## src/rtl/mux_scan.sv

```systemverilog
// N-channel registered mux with manual select and masked auto-scan.
// Channel decode is built from a chain of per-channel lanes; scan advance picks the nearest enabled channel.

module mux_scan_lane #(
  parameter int W   = 1,
  parameter int SW  = 2,
  parameter int IDX = 0
) (
  input  logic [SW-1:0] sel,
  input  logic [W-1:0]  d,
  input  logic          m,
  input  logic [W-1:0]  d_acc,
  input  logic          m_acc,
  output logic [W-1:0]  q,
  output logic          qm
);
  logic hit;

  assign hit = (sel == SW'(IDX));
  assign q   = d_acc | (hit ? d : '0);
  assign qm  = m_acc | (hit & m);
endmodule

module mux_scan #(
  parameter int CH    = 4,
  parameter int W     = 1,
  parameter int SW    = 2,
  parameter int DWELL = 1
) (
  input  logic             clk,
  input  logic             rst,
  input  logic             en,
  input  logic             mode,
  input  logic [SW-1:0]    sel_in,
  input  logic [CH-1:0]    mask,
  input  logic [CH*W-1:0]  din,
  output logic [W-1:0]     dout,
  output logic [SW-1:0]    sel_cur,
  output logic             wrap
);
  localparam int SW1 = SW + 1;
  localparam int CW  = (DWELL > 1) ? $clog2(DWELL) : 1;
  localparam logic [SW:0]   CH_N    = SW1'(CH);
  localparam logic [CW-1:0] CNT_MAX = CW'(DWELL - 1);

  logic [W-1:0]    dacc [0:CH];
  logic            macc [0:CH];
  logic [CH:0]     hit;
  logic [SW-1:0]   off  [0:CH];
  logic [2*CH-1:0] mask2;
  logic [CH-1:0]   rot;
  logic [SW:0]     sum;
  logic [SW-1:0]   nxt;
  logic [CW-1:0]   cnt;

  assign dacc[0] = '0;
  assign macc[0] = 1'b0;

  for (genvar k = 0; k < CH; k++) begin : g_lane
    mux_scan_lane #(.W(W), .SW(SW), .IDX(k)) u_lane (
      .sel   (sel_cur),
      .d     (din[k*W +: W]),
      .m     (mask[k]),
      .d_acc (dacc[k]),
      .m_acc (macc[k]),
      .q     (dacc[k+1]),
      .qm    (macc[k+1])
    );
  end

  // rot[k] is the mask bit of channel (sel_cur+1+k) mod CH, so the lowest
  // set bit of rot is the distance to the next enabled channel.
  assign mask2 = {mask, mask};
  assign rot   = CH'(mask2 >> ({1'b0, sel_cur} + SW1'(1)));

  assign hit[0] = 1'b0;
  assign off[0] = '0;
  for (genvar k = 0; k < CH; k++) begin : g_pri
    assign hit[k+1] = hit[k] | rot[k];
    assign off[k+1] = hit[k] ? off[k] : SW'(k);
  end

  assign sum = {1'b0, sel_cur} + {1'b0, off[CH]} + SW1'(1);
  assign nxt = (sum >= CH_N) ? SW'(sum - CH_N) : SW'(sum);

  always_ff @(posedge clk or posedge rst) begin
    if (rst) begin
      dout    <= '0;
      sel_cur <= '0;
      cnt     <= '0;
      wrap    <= 1'b0;
    end else begin
      wrap <= 1'b0;
      if (en) begin
        dout <= (mode && !macc[CH]) ? '0 : dacc[CH];
        if (!mode) begin
          cnt <= '0;
          if ({1'b0, sel_in} < CH_N) sel_cur <= sel_in;
        end else if (cnt != CNT_MAX) begin
          cnt <= cnt + 1'b1;
        end else begin
          cnt <= '0;
          // hit[CH] is |mask; with nothing enabled the scan parks
          if (hit[CH]) begin
            sel_cur <= nxt;
            wrap    <= (nxt <= sel_cur);
          end
        end
      end
    end
  end
endmodule

```

## config.mk

```make
export PLATFORM = sky130hd
export DESIGN_NAME = mux_scan
export DESIGN_NICKNAME = d
export VERILOG_FILES = /design/src/rtl/mux_scan.sv
export SDC_FILE = /design/constraint.sdc
export NUM_CORES = 1
export LEC_CHECK = 0
export ABC_CLOCK_PERIOD_IN_PS = 2400
export BUFFER_PORTS_ARGS = -buffer_cell sky130_fd_sc_hd__buf_2
export CAP_MARGIN = 20
export CORE_UTILIZATION = 30
export DETAILED_ROUTE_END_ITERATION = 8
export GPL_TIMING_DRIVEN = 0
export PLACE_DENSITY = 0.54
export SYNTH_ARGS = -nofsm -noshare
export SYNTH_HDL_FRONTEND = slang
export SYNTH_SLANG_ARGS = --single-unit
```

## constraint.sdc

```tcl
create_clock -name clk -period 2.4 [get_ports clk]
set_clock_uncertainty 0.15 [all_clocks]
set_input_delay 0.36 -clock clk [delete_from_list [all_inputs] [get_ports clk]]
set_output_delay 0.36 -clock clk [all_outputs]
set_load 0.02 [all_outputs]
```

# Yosys cells after proc, flatten, opt, wreduce, memory -nomap -nowiden
# Cells that the tools add are included.
word_totals:
  register_bits: 5
  elab_cells: 52
classes:
  magnitude_cmp: 2
  eq_ne: 5
  bitwise_logic: 13
  n_addsub: 5
  reduce_logical: 4
  mux: 18
  shift: 1
ops:
  columns: ["cell", "n"]
  rows:
  - ["$mux W1", 12]
  - ["$mux W2", 6]
  - ["$or A1 B1 Y1", 9]
  - ["$shr A8 B3 Y4", 1]
  - ["$and A1 B1 Y1", 4]
  - ["$eq A2 B2 Y1 const B", 2]
  - ["$add A2 B1 Y3 const B", 1]
  - ["$add A2 B2 Y3", 1]
  - ["$add A3 B1 Y3 const B", 1]
  - ["$ge A3 B3 Y1 const B", 1]
  - ["$reduce_and A3 Y1", 1]
  - ["$eq A2 B1 Y1 const B", 1]
  - ["$le A2 B2 Y1", 1]
  - ["$logic_not A2 Y1", 1]
  - ["$ne A2 B1 Y1 const B", 1]
  - ["$ne A2 B2 Y1 const B", 1]
  - ["$sub A2 B1 Y2 const B", 1]
  - ["$add A1 B1 Y1 const B", 1]
  - ["$logic_and A1 B1 Y1", 1]
  - ["$logic_not A1 Y1", 1]

# Logic depth before layout (Yosys ltp)
# Gate-level depths: netlist (run 1).
depth:
  depth_word: 14
  depth_mapped: 12

# Cells and area by module
# Synthesis (run 1) repeated with hierarchy kept, for this count alone.
unflattened:
  hier_cells: 59
  area_unflattened_um2: 464.2
by_module_without_submodules:
  columns: ["module", "cells_each", "instances", "area_per_inst_um2"]
  rows:
  - ["mux_scan", 48, 1, 367.9]
  - ["mux_scan_lane (g_lane[1].u_lane ...)", 3, 2, 28.8]
  - ["mux_scan_lane (g_lane[0].u_lane)", 3, 1, 21.3]
  - ["mux_scan_lane (g_lane[3].u_lane)", 2, 1, 17.5]

# Worst setup path before layout (run 1)
# No wires, ideal clock.
synth_path:
  path_kind: "register to register"
  from: "register sel_cur[0]"
  to: "register wrap"
  setup_slack_ns: -0.002
  t_arrival_ns: 2.166
  setup_ns: 0.086
  t_required_ns: 2.164
  stages_incl_launch_ff: 13
  cell_sequence: "dfrtp_1 > buf_6 > inv_1 > nor2_1 > a221oi_1 > a21oi_1 > a211oi_1 > ha_1 > xnor2_1 > ha_1 > a21oi_1 > a21oi_1 > nor3_1"
synth_between:
  elab_chain_cells: 14
  elab_cells_between_ends: 18
  cone_classes: "add/sub: 4; order compare: 2; shift: 1; mux: 8; bitwise: 3"
synth_rtl:
  columns: ["item", "line", "rtl"]
  rows:
  - ["start: declaration", "38", "output logic [SW-1:0] sel_cur,"]
  - ["start signal: assignment", "98", "if ({1'b0, sel_in} < CH_N) sel_cur <= sel_in;"]
  - ["start signal: assignment", "105", "sel_cur <= nxt;"]
  - ["$add A2 B1 Y3", "74", "assign rot = CH'(mask2 >> ({1'b0, sel_cur} + SW1'(1)));"]
  - ["$shr A8 B3 Y4", "74", null]
  - ["$mux W1 or $or A1 B1 Y1 (tied branches)", "80, 79", null]
  - ["$mux W2 or $or A1 B1 Y1 (tied branches)", "80, 79", null]
  - ["$mux W2", "80", "assign off[k+1] = hit[k] ? off[k] : SW'(k);"]
  - ["$add A2 B2 Y3", "83", "assign sum = {1'b0, sel_cur} + {1'b0, off[CH]} + SW1'(1);"]
  - ["$add A3 B1 Y3", "83", null]
  - ["$ge A3 B3 Y1 or $sub A2 B1 Y2 (tied branches)", "84", "assign nxt = (sum >= CH_N) ? SW'(sum - CH_N) : SW'(sum);"]
  - ["$mux W2", "84", null]
  - ["$le A2 B2 Y1", "106", "wrap <= (nxt <= sel_cur);"]
  - ["$mux W1 (*)", "104", "if (hit[CH]) begin"]
  - ["$mux W1 (*)", "99", "end else if (cnt != CNT_MAX) begin"]
  - ["$mux W1 (*)", "96", "if (!mode) begin"]
  - ["$mux W1 (*)", "94", "if (en) begin"]
  - ["end signal: assignment", "106", null]
  - ["end: declaration", "39", "output logic wrap"]
# Mark *: on every way between the ends. The rest lies on a longest branch, timed or not.
# A chain may end at the register's enable or synchronous reset.

# Worst setup path in the final report (run 1)
# Ends and elaborated chain as after synthesis.

==> flow_summary.yaml, run 1 <==
clock_network:
  numCtsBuffers: 3
  cts_max_path_buffers: 2
  cts_tree: "yes"
  insertion_delay_ps: 240
  h-tree-depth: 1
  clkSinkCount: 4
  path_clk_slew_ps: 40
  cts.root.buffer_cell: "clkbuf_4"
sta:
  setup_tns_ps: 0
  postLayoutSetupSlackWorst_ps: 57.33
  setup_violations: 0
  min_period_over_period_pct: 97.61
  relSlewSlack_pct: 65.67
  finalCriticalPeriod_ps: 2343
  tightest_slew_ps: 510.7
  finalHoldViolCount: 0
  finalMaxSlewViolations: 0
  fmax_ghz: 0.4269
placement:
  dp_hpwl_microns: 709.4
  gp_congestion: 0.6798
  dp_slack_ps: -17.45
  placed_area_sq_um: 540.5
  numPortBuffers: 17
floorplanning:
  rows: 13
  die-area_sq_um: 1594
  dieWidth_microns: 39.93
  start_util_pct: 32.76
  die_y_microns: 39.93
  fp.coreArea_sq_um: 1318
  ioPinCount: 18
synth:
  syn_avg_cell_area_sq_um: 8.993
  synth_top_cell_area_share_pct: 23.19
  synth_edf_count: 0
  syn_nets: 65
  ys_types: 23
  synth_area_leaders: "dfrtp_1 (23%), mux4_1 (12%), ha_1 (8.7%)"
  yosysMostFrequentCell: "inv_1"
  yosys.area.top_type: "dfrtp_1"
  synth-seq-cells: 4
  ys.flop_type: "dfrtp_1"
  synthesis.instances: 48
  syn_area_sq_um: 431.7
  synthTopCellsByCount: "inv_1 (7), a21oi_1 (4), dfrtp_1 (4), nor2_1 (4)"
  yosysWarnings: 0
  ys_seq_area_share_pct: 23.19
  async_reset_ff_share_pct: 100.0
worst_setup_path:
  setup.worst_path.start: "sel_cur[0]"
  cp-start-kind: "flop"
  reg2regPathDepth: 11
  critPathCaptureType: "flop"
  required_ps: 2400
  worst-path-max-fanout: 4
  endpoint: "wrap"
  ff2ff_setup_slack_ps: 60
  cp_data_arrival_time_ps: 2340
  critPathKind: "reg -> reg"
  timing.rr.end: "wrap"
  rr_startpoint: "sel_cur[0]"
power:
  peakVddDrop_uv: 273.0
  p_per_area_nw_per_um2: 815.9
  p_leak_uw: 0.0003391
global_route:
  overflow: 0
  grt_util_all_layers_pct: 14.83
  grt_pass1_wl_microns: 1580
  grt_max_degree: 9
  grt_pass1_vias: 394
  grt_antenna_before_repair: 0
layout:
  final_area_sq_um: 670.6
  drive_above_1_share_pct: 53.95
  area_delta_synth_final_pct: 55.36
  antennaDiodeCount: 0
  finish.net_count: 95
run_status:
  status: "finished clean"
worst_hold_path:
  hold_path.class: "in -> reg"
routing:
  viasPerCell: 4.945
  wire_per_inst_microns: 11.14
  via_count: 450
  drt-total-wl_microns: 1014
  antenna_left: 0
  initialDrtViolationCount: 0
  drcViolationCount: 0
  firstDrtPassIters: 1
run:
  drv_cap: 0
==> cells by family after synthesis <==
family          count (synthesis)  share of synthesized area (%)
fa+ha+maj                       3                          8.697
xor+xnor                        2                          4.059
mux                             4                          19.13
simple gates                   11                          11.01
flops                           4                          23.19
buf+inv                         9                          9.855
compound gates                 15                          24.06
==> worst min-delay path by stage <==
stage                     from         end  slack (ps)  cells past startpoint
after floorplan            rst        dout         -20                      1
after global placement     rst        wrap          90                      2
after detailed placement   rst  sel_cur[1]         110                      2
after CTS                   en        dout         190                      2
after global routing        en        dout         210                      2
final                       en        dout         190                      2
==> report_power, final <==
group | switching [uW] | internal [uW] | total, uW
clock network | 28.1 | 56.0 | 84.1
registers | 13.0 | 86.8 | 99.8
logic | 173 | 190 | 363
==> critical path, cell delays in order, from the launching register on <==
cell      delay (ps)
dfrtp_2          440
inv_4             80
nor2_1            50
a221oi_2         260
a21oi_2           50
a211oi_2         210
ha_2             240
xnor2_2          120
ha_1             270
a21oi_1          140
a21oi_1           50
nor3_1           180
==> routing by layer <==
metal | vias up | track usage, % | wire length (microns)
met4 | 0 | 10.34 | 13
met3 | 2 | 1.667 | 36
li1 | 231 | - | -
met5 | - | 0 | 0
met1 | 204 | 17.88 | 420
met2 | 13 | 24.19 | 543
==> state kept, by name, indices dropped and copies added (netlist names) <==
signal	cells
sel_cur	2
dout	1
wrap	1
==> placed cells by master, fill, tap and decap left out, drive strengths merged <==
cell type | Yosys | layout
a211oi | 1 | 1
a21bo | 1 | 1
a21oi | 4 | 4
a221oi | 1 | 1
a31oi | 1 | 1
and3 | 1 | 1
buf | 2 | 26
clkbuf | 0 | 3
dfrtp | 4 | 4
dlygate4sd3 | 0 | 1
ha | 3 | 3
inv | 7 | 7
mux2 | 2 | 2
mux4 | 2 | 2
nand2 | 3 | 3
nor2 | 4 | 4
nor3 | 3 | 3
o211ai | 1 | 1
o21ai | 4 | 4
o31ai | 2 | 2
xnor2 | 1 | 1
xor2 | 1 | 1
==> what timing repair did <==
| action | 4_1_cts | 5_1_grt |
|---|---|---|
| endpoints found under the hold margin | 4 | 0 |
| resized for setup | 2 | 9 |
| setup endpoints to repair | 1 | 1 |
| hold buffers | 1 | 0 |
| pin swaps | 3 | 9 |
| cloned | 0 | 0 |
| buffers inserted | 6 | 3 |
==> layout make-up <==
cell class / instances / area (sq um)
inverters: 7 / 28.78
plain buffers: 1 / 5.005
well taps: 15 / 18.77
fillers: 133 / 646.9
flip-flops and latches: 4 / 101.3
repair buffers: 26 / 158.9
clock buffers: 3 / 22.52
multi-input cells: 35 / 335.3
==> metrics by stage <==
step	total power, uW	util [%]	hold slack (ps)	cells
after floorplan	301.9	-	-23.92	48
after global placement	362.4	41.03	94.08	80
after detailed placement	362.0	41.03	107.3	80
after CTS	495.3	47.10	187.8	90
after global routing	594.6	50.90	208.5	91
final	547.2	50.90	193.0	91
Note: power is estimated with default switching activity, not from simulation.
==> inputs of run 2 (changes only) <==
PLACE_DENSITY = not set   (was 0.54)
PLACE_DENSITY_LB_ADDON = 0.05   (was not set)
==> run 2 against run 1 <==
Effect of this change:
- flip-flop and latch count stayed put
- via count is 0.44% lower
- register-to-register slack hardly changed
- clock power is 3.4% lower
- largest power group unchanged
==> flow_summary.yaml, run 2 (same netlist as run 1, synthesis figures left out) <==
run_status:
  status: "finished clean"
worst_setup_path:
  cp_data_arrival_time_ps: 2350
  slowest_delay_ps: 380
  critical_path_buf_inv_count: 3
  critPathCaptureType: "flop"
  worstPathCellList: "buf_6 -> buf_12 -> buf_4 -> mux2_4 -> o21ai_2 -> o31ai_2 -> xnor2_2 -> ha_1 -> a21oi_2 -> a21oi_2 -> nor3_2"
  cpMostUsedCell: "a21oi_2"
  worst-path-max-fanout: 5
  cp-start-kind: "flop"
  required_ps: 2400
  path_delay_family: "compound AO/OA/AOI/OAI gates"
  critPathKind: "reg -> reg"
  crit_slowest_cell: "dfrtp_1"
layout:
  final_cell_mix: "buf_2 (18), buf_4 (7), inv_1 (6)"
  largest_register_ffs: 2
  final_common_cell: "buf_2"
  n_fill_cell: 133
  seq_area_sq_um: 100.1
  largest_registers: "sel_cur x2, dout x1, wrap x1"
  drive_above_1_share_pct: 57.14
  fin_util_pct: 52.42
  final_area_sq_um: 690.7
  regMostFlops: "sel_cur"
  antennaDiodeCount: 0
  multi_input_area_sq_um: 336.6
  finish.net_count: 96
  area_delta_synth_final_pct: 60.00
global_route:
  grt_max_degree: 9
  grt_antenna_before_repair: 0
  grt_pass1_wl_microns: 1662
  grt_util_all_layers_pct: 16.59
  grt_pass1_vias: 407
  overflow: 0
clock_network:
  insertion_delay_ps: 230
  numCtsBuffers: 3
  path_clk_slew_ps: 40
  cts_tree: "yes"
  h-tree-depth: 1
  clkSinkCount: 4
  cts_max_path_buffers: 2
  cts.root.buffer_cell: "clkbuf_4"
routing:
  initialDrtViolationCount: 9
  drcViolationCount: 0
  via_count: 448
  drt-total-wl_microns: 1012
  wire_per_inst_microns: 11.00
  antenna_left: 0
  viasPerCell: 4.870
  firstDrtPassIters: 3
sta:
  finalCriticalPeriod_ps: 2352
  finalHoldViolCount: 0
  fmax_ghz: 0.4252
  tightest_slew_ps: 624.8
  min_period_over_period_pct: 97.99
  rsz0062_at_grt: "true"
  setup_violations: 0
  finalMaxSlewViolations: 0
  relSlewSlack_pct: 57.99
worst_hold_path:
  hold_path.class: "in -> reg"
power:
  p_leak_uw: 0.0003507
  peakVddDrop_uv: 267.6
  p_per_area_nw_per_um2: 834.4
floorplanning:
  dieWidth_microns: 39.93
  ioPinCount: 18
  fp.coreArea_sq_um: 1318
  rows: 13
  die-area_sq_um: 1594
  die_y_microns: 39.93
  start_util_pct: 32.76
placement:
  gp_congestion: 0.7346
  dp_hpwl_microns: 735.2
  numPortBuffers: 17
  placed_area_sq_um: 540.5
run:
  drv_cap: 0
[run 2: area by class of cell]
type / instances / share of cell area, %
multi-input cells: 35 / 48.73
repair buffers: 26 / 24.28
flip-flops and latches: 4 / 14.49
inverters: 7 / 4.167
clock buffers: 3 / 3.261
well taps: 15 / 2.717
plain buffers: 2 / 2.355
[run 2: layer usage]
metal  up-vias  track usage, %  part of all wire [%]
met1       198           19.73                    43
met3         2           3.333                   4.1
met2        15           25.81                    51
met4         0           12.93                   1.2
li1        233               -                     -
met5         -               0                     0
[run 2: what timing repair did]
item,CTS,global route
resized for setup,4,7
hold endpoints to repair,4,0
pin swaps,3,9
endpoints found under the setup margin,1,1
hold buffers,1,0
setup buffers,4,4
[run 2: worst paths after layout]
check	startpoint	to	slack, ps	cells past startpoint
max	sel_cur[0]	wrap	50	11
min	en	dout	200	2
max reg2reg	sel_cur[0]	wrap	50	11
min reg2reg	dout	dout	400	2
max in group asynchronous	rst	wrap	1550	3
min in group asynchronous	rst	sel_cur[1]	400	3
[run 2: report_power, final]
| part | internal, uW | switching, uW | total, uW |
|---|---|---|---|
| Sequential | 86.1 | 7.73 | 93.8 |
| Clock | 55.8 | 25.4 | 81.2 |
| Combinational | 210 | 191 | 401 |
| Total | 352 | 224 | 576 |
[run 2: metrics by stage]
step                      power (uW)  setup WS, ps  std cells  TNS, ps  hold slack (ps)
after CTS                      511.9         5.096         88        0            201.9
after global routing           631.6        -89.29         92   -89.29            239.7
after global placement         368.8        -104.5         80   -104.5            93.72
final                          576.3         48.31         92        0            204.1
after detailed placement       368.6        -95.58         80   -95.58            93.88
after floorplan                301.9         47.53         48        0           -23.92
